### config.mk
export PLATFORM = sky130hd
export DESIGN_NAME = cpu_exec_controller_flat
export DESIGN_NICKNAME = d
export VERILOG_FILES = /design/src/rtl/cpu_exec_controller_if.sv /design/src/rtl/cpu_exec_controller.sv /design/src/flat_wrapper.sv
export SDC_FILE = /design/constraint.sdc
export NUM_CORES = 1
export LEC_CHECK = 0
export CORE_UTILIZATION = 40
export CTS_BUF_LIST = sky130_fd_sc_hd__clkbuf_8
export DETAILED_ROUTE_END_ITERATION = 10
export PLACE_DENSITY = 0.87
export SLEW_MARGIN = 20
export SYNTH_ARGS = -nofsm -noshare
export SYNTH_HDL_FRONTEND = slang
export SYNTH_SLANG_ARGS = --single-unit
### constraint.sdc
create_clock -name clk -period 4.6 [get_ports clk]
set_clock_uncertainty 0.1 [all_clocks]
set_input_delay 0.69 -clock clk [delete_from_list [all_inputs] [get_ports clk]]
set_output_delay 0.69 -clock clk [all_outputs]
set_load 0.1 [all_outputs]
### src/rtl/cpu_exec_controller_if.sv
// ---------------------------------------------------------------------------
// cpu_exec_controller_if
// Bundles the board-facing signals of the execution controller.
//   btn_run / btn_step          : raw asynchronous push buttons (run/pause, step)
//   btn_view_next/btn_view_prev : raw asynchronous push buttons (display scroll)
//   pc                          : current CPU program counter
//   bp_en / bp_pc               : breakpoint switch and breakpoint address
//   clk_en                      : CPU state-update enable
//   state                       : 00 IDLE, 01 RUN, 10 STEP, 11 DONE
//   done / bp_hit               : program-finished level, breakpoint-stop pulse
//   retired                     : saturating count of enabled CPU cycles
//   view_addr                   : data-memory word shown on the display
// The controller attaches through "master"; the board/CPU side through "slave".
// ---------------------------------------------------------------------------
interface cpu_exec_controller_if #(
    parameter int PC_W    = 32,
    parameter int VIEW_AW = 3,
    parameter int CNT_W   = 16
);
    logic               btn_run;
    logic               btn_step;
    logic               btn_view_next;
    logic               btn_view_prev;
    logic [PC_W-1:0]    pc;
    logic               bp_en;
    logic [PC_W-1:0]    bp_pc;
    logic               clk_en;
    logic [1:0]         state;
    logic               done;
    logic               bp_hit;
    logic [CNT_W-1:0]   retired;
    logic [VIEW_AW-1:0] view_addr;

    modport master (
        input  btn_run, btn_step, btn_view_next, btn_view_prev, pc, bp_en, bp_pc,
        output clk_en, state, done, bp_hit, retired, view_addr
    );

    modport slave (
        output btn_run, btn_step, btn_view_next, btn_view_prev, pc, bp_en, bp_pc,
        input  clk_en, state, done, bp_hit, retired, view_addr
    );
endinterface

### src/rtl/cpu_exec_controller.sv
// ---------------------------------------------------------------------------
// cpu_exec_controller
// Run / single-step / breakpoint execution controller for the single-cycle
// MIPS core. Produces the CPU clock-enable, a saturating retired-instruction
// counter and a wrapping data-memory display address.
// Ports:
//   clk   : board clock
//   reset : synchronous active-high reset
//   bus   : cpu_exec_controller_if.master (buttons, pc, breakpoint in;
//           clk_en, state, done, bp_hit, retired, view_addr out)
// ---------------------------------------------------------------------------
module cpu_exec_controller #(
    parameter int              PC_W        = 32,
    parameter logic [PC_W-1:0] DONE_PC     = PC_W'(32'h0000_0040),
    parameter int              VIEW_DEPTH  = 8,
    parameter int              VIEW_AW     = 3,
    parameter int              CNT_W       = 16,
    parameter int              SYNC_STAGES = 2
) (
    input  logic                  clk,
    input  logic                  reset,
    cpu_exec_controller_if.master bus
);

    typedef enum logic [1:0] {
        ST_IDLE = 2'b00,
        ST_RUN  = 2'b01,
        ST_STEP = 2'b10,
        ST_DONE = 2'b11
    } state_t;

    localparam int                 NBTN      = 4;
    localparam logic [VIEW_AW-1:0] VIEW_LAST = VIEW_AW'(VIEW_DEPTH - 1);
    localparam logic [VIEW_AW-1:0] VIEW_ONE  = VIEW_AW'(1);
    localparam logic [CNT_W-1:0]   CNT_MAX   = {CNT_W{1'b1}};
    localparam logic [CNT_W-1:0]   CNT_ONE   = CNT_W'(1);

    // Button bit order: 0 run, 1 step, 2 view next, 3 view prev.
    logic [NBTN-1:0]                  btn_s;
    logic [NBTN-1:0]                  pulse_s;
    logic [SYNC_STAGES-1:0][NBTN-1:0] sync_q;
    logic [NBTN-1:0]                  last_q;

    logic               run_p_s, step_p_s, next_p_s, prev_p_s;
    logic               at_done_s, bp_stop_s;
    state_t             state_q, state_d;
    logic               first_run_q, first_run_d;
    logic               bp_hit_q, bp_hit_d;
    logic               done_q;
    logic               clk_en_s;
    logic [CNT_W-1:0]   retired_q, retired_d;
    logic [VIEW_AW-1:0] view_q, view_d;

    assign btn_s    = {bus.btn_view_prev, bus.btn_view_next, bus.btn_step, bus.btn_run};
    // Rising edge of the synchronised level: newest settled sample high, previous low.
    assign pulse_s  = sync_q[SYNC_STAGES-1] & ~last_q;
    assign run_p_s  = pulse_s[0];
    assign step_p_s = pulse_s[1];
    assign next_p_s = pulse_s[2];
    assign prev_p_s = pulse_s[3];

    assign at_done_s = (bus.pc == DONE_PC);
    // The first RUN cycle after a resume must execute the instruction it stopped on.
    assign bp_stop_s = bus.bp_en && (bus.pc == bus.bp_pc) && !first_run_q;

    // Button synchroniser chains and edge-detect history.
    always_ff @(posedge clk) begin
        if (reset) begin
            sync_q <= {(SYNC_STAGES*NBTN){1'b0}};
            last_q <= {NBTN{1'b0}};
        end else begin
            sync_q <= {sync_q[SYNC_STAGES-2:0], btn_s};
            last_q <= sync_q[SYNC_STAGES-1];
        end
    end

    // FSM state register plus registered status outputs.
    always_ff @(posedge clk) begin
        if (reset) begin
            state_q     <= ST_IDLE;
            first_run_q <= 1'b0;
            bp_hit_q    <= 1'b0;
            done_q      <= 1'b0;
        end else begin
            state_q     <= state_d;
            first_run_q <= first_run_d;
            bp_hit_q    <= bp_hit_d;
            done_q      <= (state_d == ST_DONE);
        end
    end

    // FSM next-state logic; stop conditions in RUN are checked by priority.
    always_comb begin
        state_d = state_q;
        case (state_q)
            ST_IDLE: begin
                if (at_done_s)     state_d = ST_DONE;
                else if (run_p_s)  state_d = ST_RUN;
                else if (step_p_s) state_d = ST_STEP;
                else               state_d = ST_IDLE;
            end
            ST_RUN: begin
                if (at_done_s)      state_d = ST_DONE;
                else if (bp_stop_s) state_d = ST_IDLE;
                else if (run_p_s)   state_d = ST_IDLE;
                else                state_d = ST_RUN;
            end
            ST_STEP: begin
                if (at_done_s) state_d = ST_DONE;
                else           state_d = ST_IDLE;
            end
            ST_DONE: state_d = ST_DONE;
            default: state_d = ST_IDLE;
        endcase
    end

    // FSM outputs: CPU enable, breakpoint pulse request and first-run marker.
    always_comb begin
        clk_en_s    = 1'b0;
        bp_hit_d    = 1'b0;
        first_run_d = 1'b0;
        if (reset) begin
            clk_en_s = 1'b0;
        end else begin
            case (state_q)
                ST_IDLE: first_run_d = !at_done_s && run_p_s;
                ST_RUN: begin
                    clk_en_s = !(at_done_s || bp_stop_s || run_p_s);
                    bp_hit_d = !at_done_s && bp_stop_s;
                end
                ST_STEP: clk_en_s = !at_done_s;
                ST_DONE: clk_en_s = 1'b0;
                default: clk_en_s = 1'b0;
            endcase
        end
    end

    // Retired counter next value, saturating at all-ones.
    always_comb begin
        if (clk_en_s && (retired_q != CNT_MAX)) retired_d = retired_q + CNT_ONE;
        else                                    retired_d = retired_q;
    end

    // View address next value; simultaneous next/prev cancel out.
    always_comb begin
        view_d = view_q;
        if (next_p_s && !prev_p_s) begin
            if (view_q >= VIEW_LAST) view_d = {VIEW_AW{1'b0}};
            else                     view_d = view_q + VIEW_ONE;
        end else if (prev_p_s && !next_p_s) begin
            if (view_q == {VIEW_AW{1'b0}}) view_d = VIEW_LAST;
            else                           view_d = view_q - VIEW_ONE;
        end else begin
            view_d = view_q;
        end
    end

    // Counter and view address registers.
    always_ff @(posedge clk) begin
        if (reset) begin
            retired_q <= {CNT_W{1'b0}};
            view_q    <= {VIEW_AW{1'b0}};
        end else begin
            retired_q <= retired_d;
            view_q    <= view_d;
        end
    end

    assign bus.clk_en    = clk_en_s;
    assign bus.state     = state_q;
    assign bus.done      = done_q;
    assign bus.bp_hit    = bp_hit_q;
    assign bus.retired   = retired_q;
    assign bus.view_addr = view_q;

endmodule

### src/flat_wrapper.sv
// flat-port wrapper written by rule: the top's interface ports become plain ports
module cpu_exec_controller_flat 
#(
    parameter int              PC_W        = 32,
    parameter logic [PC_W-1:0] DONE_PC     = PC_W'(32'h0000_0040),
    parameter int              VIEW_DEPTH  = 8,
    parameter int              VIEW_AW     = 3,
    parameter int              CNT_W       = 16,
    parameter int              SYNC_STAGES = 2
)
  (clk, reset, bus_btn_run, bus_btn_step, bus_btn_view_next, bus_btn_view_prev, bus_pc, bus_bp_en, bus_bp_pc, bus_clk_en, bus_state, bus_done, bus_bp_hit, bus_retired, bus_view_addr);
  cpu_exec_controller_if #(.PC_W(PC_W), .VIEW_AW(VIEW_AW), .CNT_W(CNT_W)) bus_i ();
  input  logic clk;
  input  logic reset;
  input wire logic [$bits(bus_i.btn_run)-1:0] bus_btn_run;
  input wire logic [$bits(bus_i.btn_step)-1:0] bus_btn_step;
  input wire logic [$bits(bus_i.btn_view_next)-1:0] bus_btn_view_next;
  input wire logic [$bits(bus_i.btn_view_prev)-1:0] bus_btn_view_prev;
  input wire logic [$bits(bus_i.pc)-1:0] bus_pc;
  input wire logic [$bits(bus_i.bp_en)-1:0] bus_bp_en;
  input wire logic [$bits(bus_i.bp_pc)-1:0] bus_bp_pc;
  output wire logic [$bits(bus_i.clk_en)-1:0] bus_clk_en;
  output wire logic [$bits(bus_i.state)-1:0] bus_state;
  output wire logic [$bits(bus_i.done)-1:0] bus_done;
  output wire logic [$bits(bus_i.bp_hit)-1:0] bus_bp_hit;
  output wire logic [$bits(bus_i.retired)-1:0] bus_retired;
  output wire logic [$bits(bus_i.view_addr)-1:0] bus_view_addr;
  assign bus_i.btn_run = bus_btn_run;
  assign bus_i.btn_step = bus_btn_step;
  assign bus_i.btn_view_next = bus_btn_view_next;
  assign bus_i.btn_view_prev = bus_btn_view_prev;
  assign bus_i.pc = bus_pc;
  assign bus_i.bp_en = bus_bp_en;
  assign bus_i.bp_pc = bus_bp_pc;
  assign bus_clk_en = bus_i.clk_en;
  assign bus_state = bus_i.state;
  assign bus_done = bus_i.done;
  assign bus_bp_hit = bus_i.bp_hit;
  assign bus_retired = bus_i.retired;
  assign bus_view_addr = bus_i.view_addr;
  cpu_exec_controller #(.PC_W(PC_W), .DONE_PC(DONE_PC), .VIEW_DEPTH(VIEW_DEPTH), .VIEW_AW(VIEW_AW), .CNT_W(CNT_W), .SYNC_STAGES(SYNC_STAGES)) u_core (.clk(clk), .reset(reset), .bus(bus_i));
endmodule
# == After elaboration in Yosys (flattened, before gate mapping) ==
# Index checks and enable logic that the tools add are counted.
# op_classes
n_shift,0
order_cmp,1
reduce_logical,19
div,0
n_mux,14
multipliers,0
add_sub_neg,3
n_bitwise,4
n_eq_ne,7
# ops
op,count
32-bit equality test,1
32-bit by 7-bit equality test with 1-bit output (second input constant),1
16-bit by 1-bit adder with 16-bit output (second input constant),1
16-bit inequality test (second input constant),1
2-bit two-way mux,6
3-bit two-way mux,4
2-bit case mux with 4 select lines,1
1-bit logical AND,7
2-bit equality test (second input constant),3
1-bit logical NOT,5
4-bit AND,1
4-bit NOT,1
2-bit OR reduction,2
3-bit by 1-bit adder with 3-bit output (second input constant),1
3-bit greater-or-equal comparator (second input constant),1
3-bit logical NOT,1
3-bit by 1-bit subtractor with 3-bit output (second input constant),1
2-bit by 1-bit equality test with 1-bit output (second input constant),1
2-bit logical NOT,1
1-bit logical OR,2
1-bit two-way mux,2
1-bit NOT,2
1-bit case mux with 2 select lines,1
2-bit nonzero test,1
# totals
rom_bits,0
output_inout_bits,24
regBits,36
n_memories,0
input_bits,71
word_cells,57
ram_bits,0
latchBits,0

# == Depth between registers and ports, before layout ==
# Gate-level depths: netlist (run 1).
# logic_depth
ltp_word,9
ltp_mapped,9

# == Least setup slack after synthesis (run 1) ==
# OpenSTA, ideal clock, no wires.
# synth_path
kind,register to output
from,"reg u_core.state_q[0], in the netlist u_core.bus.state[0]"
to,out bus_clk_en
n_path_buf,1
path_slack_ns,-0.324
path_stages_with_launch,8
t_arrival_ns,4.134
path_cell_list,dfxtp_1 -> inv_1 -> ha_1 -> and3_2 -> a22o_2 -> nor2_8 -> buf_6 -> nor3_1
# synth_via
elab_chain_len,3
elab_cells_between_ends,4
# synth_rtl
item,line_no,source
from (decl),cpu_exec_controller.sv:46,"state_t state_q, state_d;"
from (signal assigned),cpu_exec_controller.sv:85,state_q <= state_d;
2-bit equality test / 2-bit by 1-bit equality test with 1-bit output (equally long branches),cpu_exec_controller.sv:125,case (state_q)
1-bit case mux with 2 select lines (*),cpu_exec_controller.sv:125,
1-bit two-way mux (*),cpu_exec_controller.sv:122,if (reset) begin
to (decl),flat_wrapper.sv:22,output wire logic [$bits(bus_i.clk_en)-1:0] bus_clk_en;
# Every way passes the cells marked *; elsewhere a longest branch is shown, timed or not.

# == Final worst setup path (run 1) ==
# layout_path
from,in bus_pc[20]
to,out bus_clk_en
# layout_via
elab_chain_len,8
elab_cells_between_ends,10
# layout_rtl
item,line_no,source
from (decl),flat_wrapper.sv:19,input wire logic [$bits(bus_i.pc)-1:0] bus_pc;
32-bit equality test,cpu_exec_controller.sv:64,assign bp_stop_s = bus.bp_en && (bus.pc == bus.bp_pc) && !first_run_q;
1-bit logical AND (2 in a row),cpu_exec_controller.sv:64,
1-bit logical OR (2 in a row),cpu_exec_controller.sv:128,clk_en_s = !(at_done_s || bp_stop_s || run_p_s);
1-bit logical NOT,cpu_exec_controller.sv:128,
1-bit case mux with 2 select lines (*),cpu_exec_controller.sv:125,
1-bit two-way mux (*),cpu_exec_controller.sv:122,
# Marked as above.

==> metrics, run 1 <==
status=completed; FMAX=268 MHz; layout cells sized above 1=under 10%; max-cap violations=0; FILL cells=474; reg2reg start=u_core.bus.retired[0]$_SDFFE_PP0P_; Worst Path Arrival=2.94 ns; TritonCTS clock tree=done; Die Ht=77.6 um; Via Count=2301; nets=430; FF/Latch Area=roughly 720 um2; top-area cell type share of the netlist area=31.6%; post-DP HPWL=4.84 mm; core area=5510 um2; vias per cell=5.47; commonest cells in the netlist=36 x dfxtp_1, 30 x xor2_1, 19 x nor4_1, 18 x nor2_1, 16 x nor2b_1; predominant post-synthesis flop cell=dfxtp_1; RSZ-0062 raised after global routing=no; Yosys top cell by area=dfxtp_1; Rel. slew slack=33.5%; #FFs+latches synth=36; crit path capture type=primary output; RR Endpoint=u_core.bus.retired[14]$_SDFFE_PP0P_; Internal Power=721 uW; reg2reg setup slack=2.06 ns; initial antenna violation count=0; die area=6010 um2; largest family of logic cells by synthesized area=simple AND/OR/NAND/NOR gates; worst-margin pin slew=0.995 ns; CP Class=input pin to primary output; final setup TNS=0 ns; Setup-failing EPs final=0; GR Util All Layers=20.8%; Worst Hold Class=register to register; ys async rst share=0%; Rows=27; Post-synth EDFFs=0; Post-CTS Setup Inserts=0; CTS sink cnt=36; Worst Setup SP=bus_pc[20]; clk buf depth=2; vias in the first global route=around 2200; clk slew on worst S/H paths=0.07 ns; Synth Area in Compound Gates=13.1%; CTS Buf Count=5; CP required=around 3.8 ns; Combinational Power Share=29.4%; IO buf count=94; post-synthesis cell area=2280 um2; sequential-to-total area share from yosys stat=31.6%; 1st-iter DRT viols=89; sw power=around 300 uW; worst skew pair latency=0.29 ns; Routed Wire Length=6.23 mm; final hold vios=0; Post-route DRC=0; Syn Inst Count=254; cts hold-fix bufs=0; Routed Antenna Nets=0; PwrDens=299 nW/um2; largest net degree at the start of global routing=35; adder-cell share of the synthesized area=between 6 and 7%; Worst setup SP type=input pin; clk root buf=clkbuf_8; Area after DPL=around 3300 um2; count of different cell masters after synthesis=52; Die Wd=a little under 80 um; worst setup path endpoint=bus_clk_en; Yosys warnings=0; Ant. Diodes=0; design area=roughly 3400 um2; Reg power frac=32.9%; CP max FO=19; Post-Synth XOR/XNOR Area=approximately an eighth; VDD IR max=0.220 mV; count leader, synth=dfxtp_1; area of the multi-input gates=about 1500 um2; Final Critical Period=3.73 ns; I/O pins=95; final setup margin=0.872 ns; FF-to-FF path depth=8; syn_area_per_cell=about 9 um2; Tot Pwr=1020 uW; GP Congestion=0.888; Avg WL per Cell=14.8 um; Area Growth Syn to Fin=49.9%; Slew Viols, Final=0; switching fraction of total power=29.6%; top cells by area, synth=dfxtp_1 32%, xor2_1 12%, ha_1 6.0%, nor4_1 5.2%, nor2b_1 4.4%; CTS H-tree lvls=2; mux share of post-synthesis cell area=1.75%; first-pass GRT wire length=9.98 mm; period utilization=between 80% and 90%; clock power share=37.7%; Post-Synth Simple-Gate Area=30.0%; syn_nets=336; P_leak=around 0.0012 uW; Gates resized, CTS repair=0; drt first pass iters=4; pre-CTS WS=around 0.91 ns; Congestion Overflow GR=0; Initial Util=roughly two fifths
-- power groups by stage --
stage | combinational, uW | clock (uW) | sequential, uW
after detailed placement | 300 | 0 | 343
after CTS | 302 | 392 | 336
after global placement | 295 | 0 | 342
after global routing | 321 | 406 | 338
final | 301 | 386 | 336
after floorplan | 132 | 0 | 402
-- final cells by class --
type | count | share of cell area [%]
multi-input cells | 202 | 43.0
well taps | 72 | 2.63
repair buffers | 96 | 27.9
flip-flops and latches | 36 | 21.1
inverters | 7 | 0.768
clock buffers | 5 | 2.01
clock inverters | 3 | 2.63
-- cells by family after synthesis --
kind of cell	Yosys count
multiplexers	3
adder cells (fa/ha/maj)	11
XOR/XNOR	34
AO/OA/AOI/OAI	39
buffers and inverters	16
AND/OR/NAND/NOR	115
flip-flops	36
-- per-stage QoR --
stage / utilization (%) / hold slack, ns / cells
finish: 62.1 / 0.343 / 421
global route: 62.1 / 0.357 / 421
floorplan: - / 0.314 / 254
CTS: 62.1 / 0.345 / 421
global placement: 59.3 / 0.317 / 413
detailed placement: 59.3 / 0.327 / 413
-- metal layers --
layer / part of all wire, % / vias up / global-route usage [%]
met1: 42 / 1058 / 24.2
met2: 49 / 105 / 37.1
li1: - / 1129 / -
met4: 1.2 / 0 / 6.04
met5: 0 / - / 0
met3: 8.4 / 9 / 5.53
-- how the worst min path moves through the flow --
stage | startpoint | end | slack [ns] | cells past startpoint
after global placement | u_core.sync_q[2]$_SDFF_PP0_ | u_core.sync_q[6]$_SDFF_PP0_ | 0.32 | 1
after CTS | u_core.sync_q[3]$_SDFF_PP0_ | u_core.sync_q[7]$_SDFF_PP0_ | 0.34 | 1
after global routing | u_core.sync_q[0]$_SDFF_PP0_ | u_core.sync_q[4]$_SDFF_PP0_ | 0.36 | 1
final | u_core.sync_q[3]$_SDFF_PP0_ | u_core.sync_q[7]$_SDFF_PP0_ | 0.34 | 1
after floorplan | u_core.sync_q[0]$_SDFF_PP0_ | u_core.sync_q[4]$_SDFF_PP0_ | 0.31 | 1
after detailed placement | u_core.sync_q[3]$_SDFF_PP0_ | u_core.sync_q[7]$_SDFF_PP0_ | 0.33 | 1
-- cell usage in the layout, fill, tap and decap left out, drive strengths merged, types with 3 or more instances in the layout --
cell           count
a211oi             5
a21oi              9
and3               4
buf                3
bufinv             3
clkbuf             5
clkdlybuf4s50     93
dfxtp             36
ha                11
inv                7
nand2             13
nand2b             4
nand3              7
nand4              8
nor2              19
nor2b             16
nor3               7
nor4              20
nor4b              3
o21ai              3
o311ai             5
o31ai              4
o41ai              3
or2                3
or4                3
xnor2              4
xor2              30
-- registers in the layout, summed over array words and instances, names as in the netlist --
signal	cells
u_core.bus.bp_hit	1
u_core.last_q	4
u_core.bus.state	2
u_core.sync_q	8
u_core.bus.done	1
u_core.bus.retired	16
u_core.first_run_q	1
u_core.bus.view_addr	3
-- critical path, cell delays in order --
cell and delay, ns:
clkdlybuf4s50_1 0.45, xor2_1 0.20, nor4_2 0.36, nand4bb_1 0.16
o41a_4 0.49, nor2_8 0.27, nor3_2 0.07, buf_4 0.24
Note: power is estimated with default switching activity, not from simulation.
==> run 2, diff against run 1 <==
==> constraint.sdc (replaced) <==
create_clock -name clk -period 3.71 [get_ports clk]
set_clock_uncertainty 0.1 [all_clocks]
set_input_delay 0.5565 -clock clk [delete_from_list [all_inputs] [get_ports clk]]
set_output_delay 0.5565 -clock clk [all_outputs]
set_load 0.1 [all_outputs]
==> run 2 against run 1 <==
  * The flow now finishes with violations (design-rule violations)
  * Global-route usage up 0.68 points
  * Final area down 1.6%
  * First-iteration DRC count increased by 3.4%
  * Clock power fell by 34%
  * Worst setup slack worse by 0.43 ns
  * Sequential share of layout area grew 0.34 points
  * Cell count unchanged
  * Largest cell class unchanged
==> metrics, run 2 (synthesis results as in run 1) <==
core area=5510 um2; worst setup path endpoint=bus_clk_en; CTS sink cnt=36; die area=6010 um2; I/O pins=95; final setup TNS=0 ns; reg2reg setup slack=1.18 ns; Via Count=2271; Rel. slew slack=34.5%; GR Util All Layers=21.5%; 1st-iter DRT viols=92; Gates resized, CTS repair=0; nets=between 400 and 500; status=finished, violations left; reg2reg start=u_core.bus.retired[0]$_SDFFE_PP0P_; Initial Util=41.5%; FF-to-FF path depth=8; RSZ-0062 raised after global routing=no; design area=3370 um2; Slew Viols, Final=0; failing checks=design-rule violations; Worst setup SP type=input pin; IO buf count=94; CP max FO=4; Congestion Overflow GR=0; most common cell after layout, fill and taps aside=clkdlybuf4s50_1; Largest register FFs=16; Rows=27; worst skew pair latency=0.28 ns; max-cap violations=0; drt first pass iters=7; final hold vios=0; VDD IR max=0.220 mV; vias in the first global route=2158; Ant. Diodes=0; Routed Wire Length=6.49 mm; Routed Antenna Nets=0; vias per cell=5.39; clk buf depth=2; TritonCTS clock tree=done; initial antenna violation count=0; cts hold-fix bufs=0; Die Ht=77.6 um; CP Class=input pin to primary output; Post-CTS Setup Inserts=0; worst-margin pin slew=0.980 ns; period utilization=88.1%; layout cells sized above 1=7.45%; Post-route DRC=2; Worst Path Arrival=2.61 ns; post-DP HPWL=approximately 5 mm; Area Growth Syn to Fin=47.5%; RR Endpoint=u_core.bus.retired[14]$_SDFFE_PP0P_; CTS H-tree lvls=2; PwrDens=314 nW/um2; clk slew on worst S/H paths=0.06 ns; Worst Setup SP=bus_pc[28]; Worst Hold Class=register to register; GP Congestion=around 0.86; CP required=3.05 ns; largest net degree at the start of global routing=35; CTS Buf Count=5; Avg WL per Cell=15.4 um; Setup-failing EPs final=0; Die Wd=77.6 um; FMAX=306 MHz; commonest cells after routing, fill and taps aside=93 x clkdlybuf4s50_1, 36 x dfxtp_1, 30 x xor2_1, 19 x nor4_1, 18 x nor2_1; Final Critical Period=about 3.3 ns; clk root buf=clkbuf_8; Area after DPL=between 3000 and 4000 um2; first-pass GRT wire length=10.3 mm; crit path capture type=primary output; P_leak=0.00120 uW
==> run 2: stage by stage <==
step / instances / hold WS (ns) / worst slack (ns) / power, uW / util, %
2_1_floorplan: 254 / 0.314 / 0.192 / 665 / -
5_1_grt: 421 / 0.354 / 0.363 / 1110 / 61.1
3_3_place_gp: 414 / 0.317 / 0.503 / 800 / 59.7
3_5_place_dp: 414 / 0.329 / 0.472 / 810 / 59.7
6_report: 421 / 0.339 / 0.441 / 1060 / 61.1
4_1_cts: 421 / 0.345 / 0.466 / 1070 / 61.1
==> run 2: layer usage <==
layer	track usage [%]	vias to the layer above	share of wire, %
li1	-	1124	-
met1	23.7	1041	40
met4	7.36	0	2.2
met2	39.1	93	49
met3	6.12	13	8.2
met5	0	-	0
==> run 2: where the power goes <==
part           leakage (uW)  switching (uW)  internal [uW]
sequential         0.000293            12.7            403
combinational      0.000866             226            163
clock             0.0000452             128            125
total               0.00120             367            690
==> run 2: worst min-delay path by stage <==
| stage | startpoint | to | slack, ns | cells past startpoint |
|---|---|---|---|---|
| floorplan | u_core.sync_q[0]$_SDFF_PP0_ | u_core.sync_q[4]$_SDFF_PP0_ | 0.31 | 1 |
| global placement | u_core.sync_q[2]$_SDFF_PP0_ | u_core.sync_q[6]$_SDFF_PP0_ | 0.32 | 1 |
| detailed placement | u_core.sync_q[0]$_SDFF_PP0_ | u_core.sync_q[4]$_SDFF_PP0_ | 0.33 | 1 |
| CTS | u_core.sync_q[0]$_SDFF_PP0_ | u_core.sync_q[4]$_SDFF_PP0_ | 0.35 | 1 |
| global route | u_core.sync_q[0]$_SDFF_PP0_ | u_core.sync_q[4]$_SDFF_PP0_ | 0.35 | 1 |
| finish | u_core.sync_q[2]$_SDFF_PP0_ | u_core.sync_q[6]$_SDFF_PP0_ | 0.34 | 1 |
==> run 2: area by class of cell <==
| class | count | area [um2] |
|---|---|---|
| clock inverter | 2 | 8.76 |
| fill | 466 | 2140 |
| clock buffer | 5 | 68.8 |
| multi-input combinational | 202 | 1480 |
| inverter | 7 | 26.3 |
| sequential | 36 | 721 |
| timing repair buffer | 97 | 973 |
| tap | 72 | 90.1 |
==> run 2: critical path: stages <==
cell,delay (ns)
clkdlybuf4s50_1,0.46
xor2_1,0.19
nor4_1,0.52
nand4_1,0.20
a22o_2,0.34
nor2_8,0.12
nor3_4,0.06
buf_12,0.18
==> run 3, diff against run 2 <==
--- a/config.mk
+++ b/config.mk
@@ -5,6 +5,7 @@
 export SDC_FILE = /design/constraint.sdc
 export NUM_CORES = 1
 export LEC_CHECK = 0
+export CORE_MARGIN = 8
 export CORE_UTILIZATION = 40
 export CTS_BUF_LIST = sky130_fd_sc_hd__clkbuf_8
 export DETAILED_ROUTE_END_ITERATION = 10
==> constraint.sdc (replaced) <==
create_clock -name clk -period 3.8 [get_ports clk]
set_clock_uncertainty 0.1 [all_clocks]
set_input_delay 0.57 -clock clk [delete_from_list [all_inputs] [get_ports clk]]
set_output_delay 0.57 -clock clk [all_outputs]
set_load 0.1 [all_outputs]
==> run 3 against run 2 <==
  * The run now ends clean
  * Global-route usage is 4.8 points lower
  * Worst setup slack improved by 0.11 ns
  * Register-to-register slack gained 0.20 ns
  * Sequential share of layout area decreased by 0.13 points
  * Sequential power down 2%
  * Clock power up 7%
  * Die area up 39%
  * Critical endpoint unchanged
  * Largest power group unchanged
==> metrics, run 3 (synthesis results as in run 1) <==
area of the multi-input gates=1480 um2; Ant. Diodes=0; CP required=3.13 ns; IO buf count=94; first-pass GRT wire length=11.4 mm; crit path capture type=primary output; cts hold-fix bufs=0; most common cell after layout, fill and taps aside=clkdlybuf4s50_1; worst skew pair latency=0.28 ns; Post-route DRC=0; Final Critical Period=3.25 ns; initial antenna violation count=0; RR Endpoint=u_core.bus.retired[7]$_SDFFE_PP0P_; clk root buf=clkbuf_8; CTS Buf Count=5; vias in the first global route=2304; reg2reg start=u_core.bus.retired[0]$_SDFFE_PP0P_; Routed Wire Length=7.14 mm; reg2reg setup slack=1.38 ns; die area=about 8400 um2; period utilization=roughly 86%; final setup TNS=0 ns; vias per cell=approximately 5.4; PwrDens=311 nW/um2; status=completed; TritonCTS clock tree=done; grt met1 use=around a fifth; pre-CTS WS=0.564 ns; Routed Antenna Nets=0; FF/Latch Area=721 um2; grt peak-use layer=met2; Congestion Overflow GR=0; GP Congestion=0.885; clk buf depth=2; Setup-failing EPs final=0; CP Class=input pin to primary output; Slew Viols, Final=0; CTS H-tree lvls=2; worst-margin pin slew=0.988 ns; worst setup path endpoint=bus_clk_en; GR Util All Layers=16.7%; I/O pins=95; Die Ht=91.6 um; Gates resized, CTS repair=0; drt first pass iters=4; clk slew on worst S/H paths=~0.060 ns; final setup margin=0.549 ns; FMAX=308 MHz; Initial Util=41.5%; Avg WL per Cell=about 17 um; Worst Path Arrival=2.58 ns; VDD IR max=0.298 mV; Rel. slew slack=33.9%; largest net degree at the start of global routing=35; final hold vios=0; 1st-iter DRT viols=112; Post-CTS Setup Inserts=0; Worst Setup SP=bus_pc[28]; FF-to-FF path depth=8; Largest register FFs=16; core area=between 5000 and 6000 um2; Worst setup SP type=input pin; FILL cells=482; grt met2 use=27.6%; CP max FO=4; layout cells sized above 1=between 7 and 8%; Area Growth Syn to Fin=48.3%; Via Count=2277; CTS sink cnt=36; RSZ-0062 raised after global routing=no; max-cap violations=0; post-DP HPWL=5.73 mm; P_leak=0.00122 uW; nets=roughly 430; Die Wd=~90 um; Rows=27; commonest cells after routing, fill and taps aside=93 x clkdlybuf4s50_1, 36 x dfxtp_1, 30 x xor2_1, 19 x nor4_1, 18 x nor2_1; met3 GRT Util=4.69%; Worst Hold Class=register to register
==> run 3: cell count changes in the layout (fill, tap and decap cells not counted), sizes merged <==
cell / previous run / this run
buf: 4 / 5
inv: 8 / 9
clkinv: 1 / 0
clkbuf: 5 / 6
==> run 3: metal layers <==
layer | wire, um | vias up
li1 | - | 1129
met1 | 3100 | 1024
met2 | 3180 | 112
met3 | 724 | 12
met4 | 129 | 0
met5 | 0 | -
==> run 3: report_power, final <==
| part | leakage, uW | switching (uW) | internal (uW) |
|---|---|---|---|
| sequential | 0.000293 | 12.6 | 393 |
| clock | 0.0000538 | 128 | 142 |
| combinational | 0.000870 | 217 | 159 |
| total | 0.00122 | 357 | 695 |
==> run 3: layout make-up <==
cell class | instances | share of cell area [%]
multi-input combinational | 202 | 43.7
sequential | 36 | 21.3
clock buffer | 6 | 2.44
tap | 72 | 2.66
inverter | 7 | 0.776
timing repair buffer | 98 | 29.0
clock inverter | 2 | 0.222
==> run 3: how the worst min path moves through the flow <==
stage | startpoint | end | slack [ns] | cells past startpoint
4_1_cts | u_core.sync_q[0]$_SDFF_PP0_ | u_core.sync_q[4]$_SDFF_PP0_ | 0.34 | 1
2_1_floorplan | u_core.sync_q[0]$_SDFF_PP0_ | u_core.sync_q[4]$_SDFF_PP0_ | 0.31 | 1
3_5_place_dp | u_core.sync_q[0]$_SDFF_PP0_ | u_core.sync_q[4]$_SDFF_PP0_ | 0.32 | 1
6_report | u_core.sync_q[0]$_SDFF_PP0_ | u_core.sync_q[4]$_SDFF_PP0_ | 0.34 | 1
3_3_place_gp | u_core.sync_q[3]$_SDFF_PP0_ | u_core.sync_q[7]$_SDFF_PP0_ | 0.32 | 1
5_1_grt | u_core.sync_q[0]$_SDFF_PP0_ | u_core.sync_q[4]$_SDFF_PP0_ | 0.36 | 1
==> run 3: metrics by stage <==
step	hold WS [ns]	instance area (um2)	utilization, %	power, uW	cells
after floorplan	0.314	2290	-	649	254
after global placement	0.316	3300	59.9	784	415
after global routing	0.364	3390	61.5	1110	423
final	0.336	3390	61.5	1050	423
after detailed placement	0.321	3300	59.9	789	415
after CTS	0.336	3390	61.5	1060	423
==> run 3: worst max-delay path, cell delays in order <==
cell and delay (ns):
clkdlybuf4s50_1 0.45, xor2_1 0.18, nor4_1 0.52, nand4_1 0.18, a22o_2 0.32, nor2_8 0.11, nor3_4 0.06, buf_12 0.19
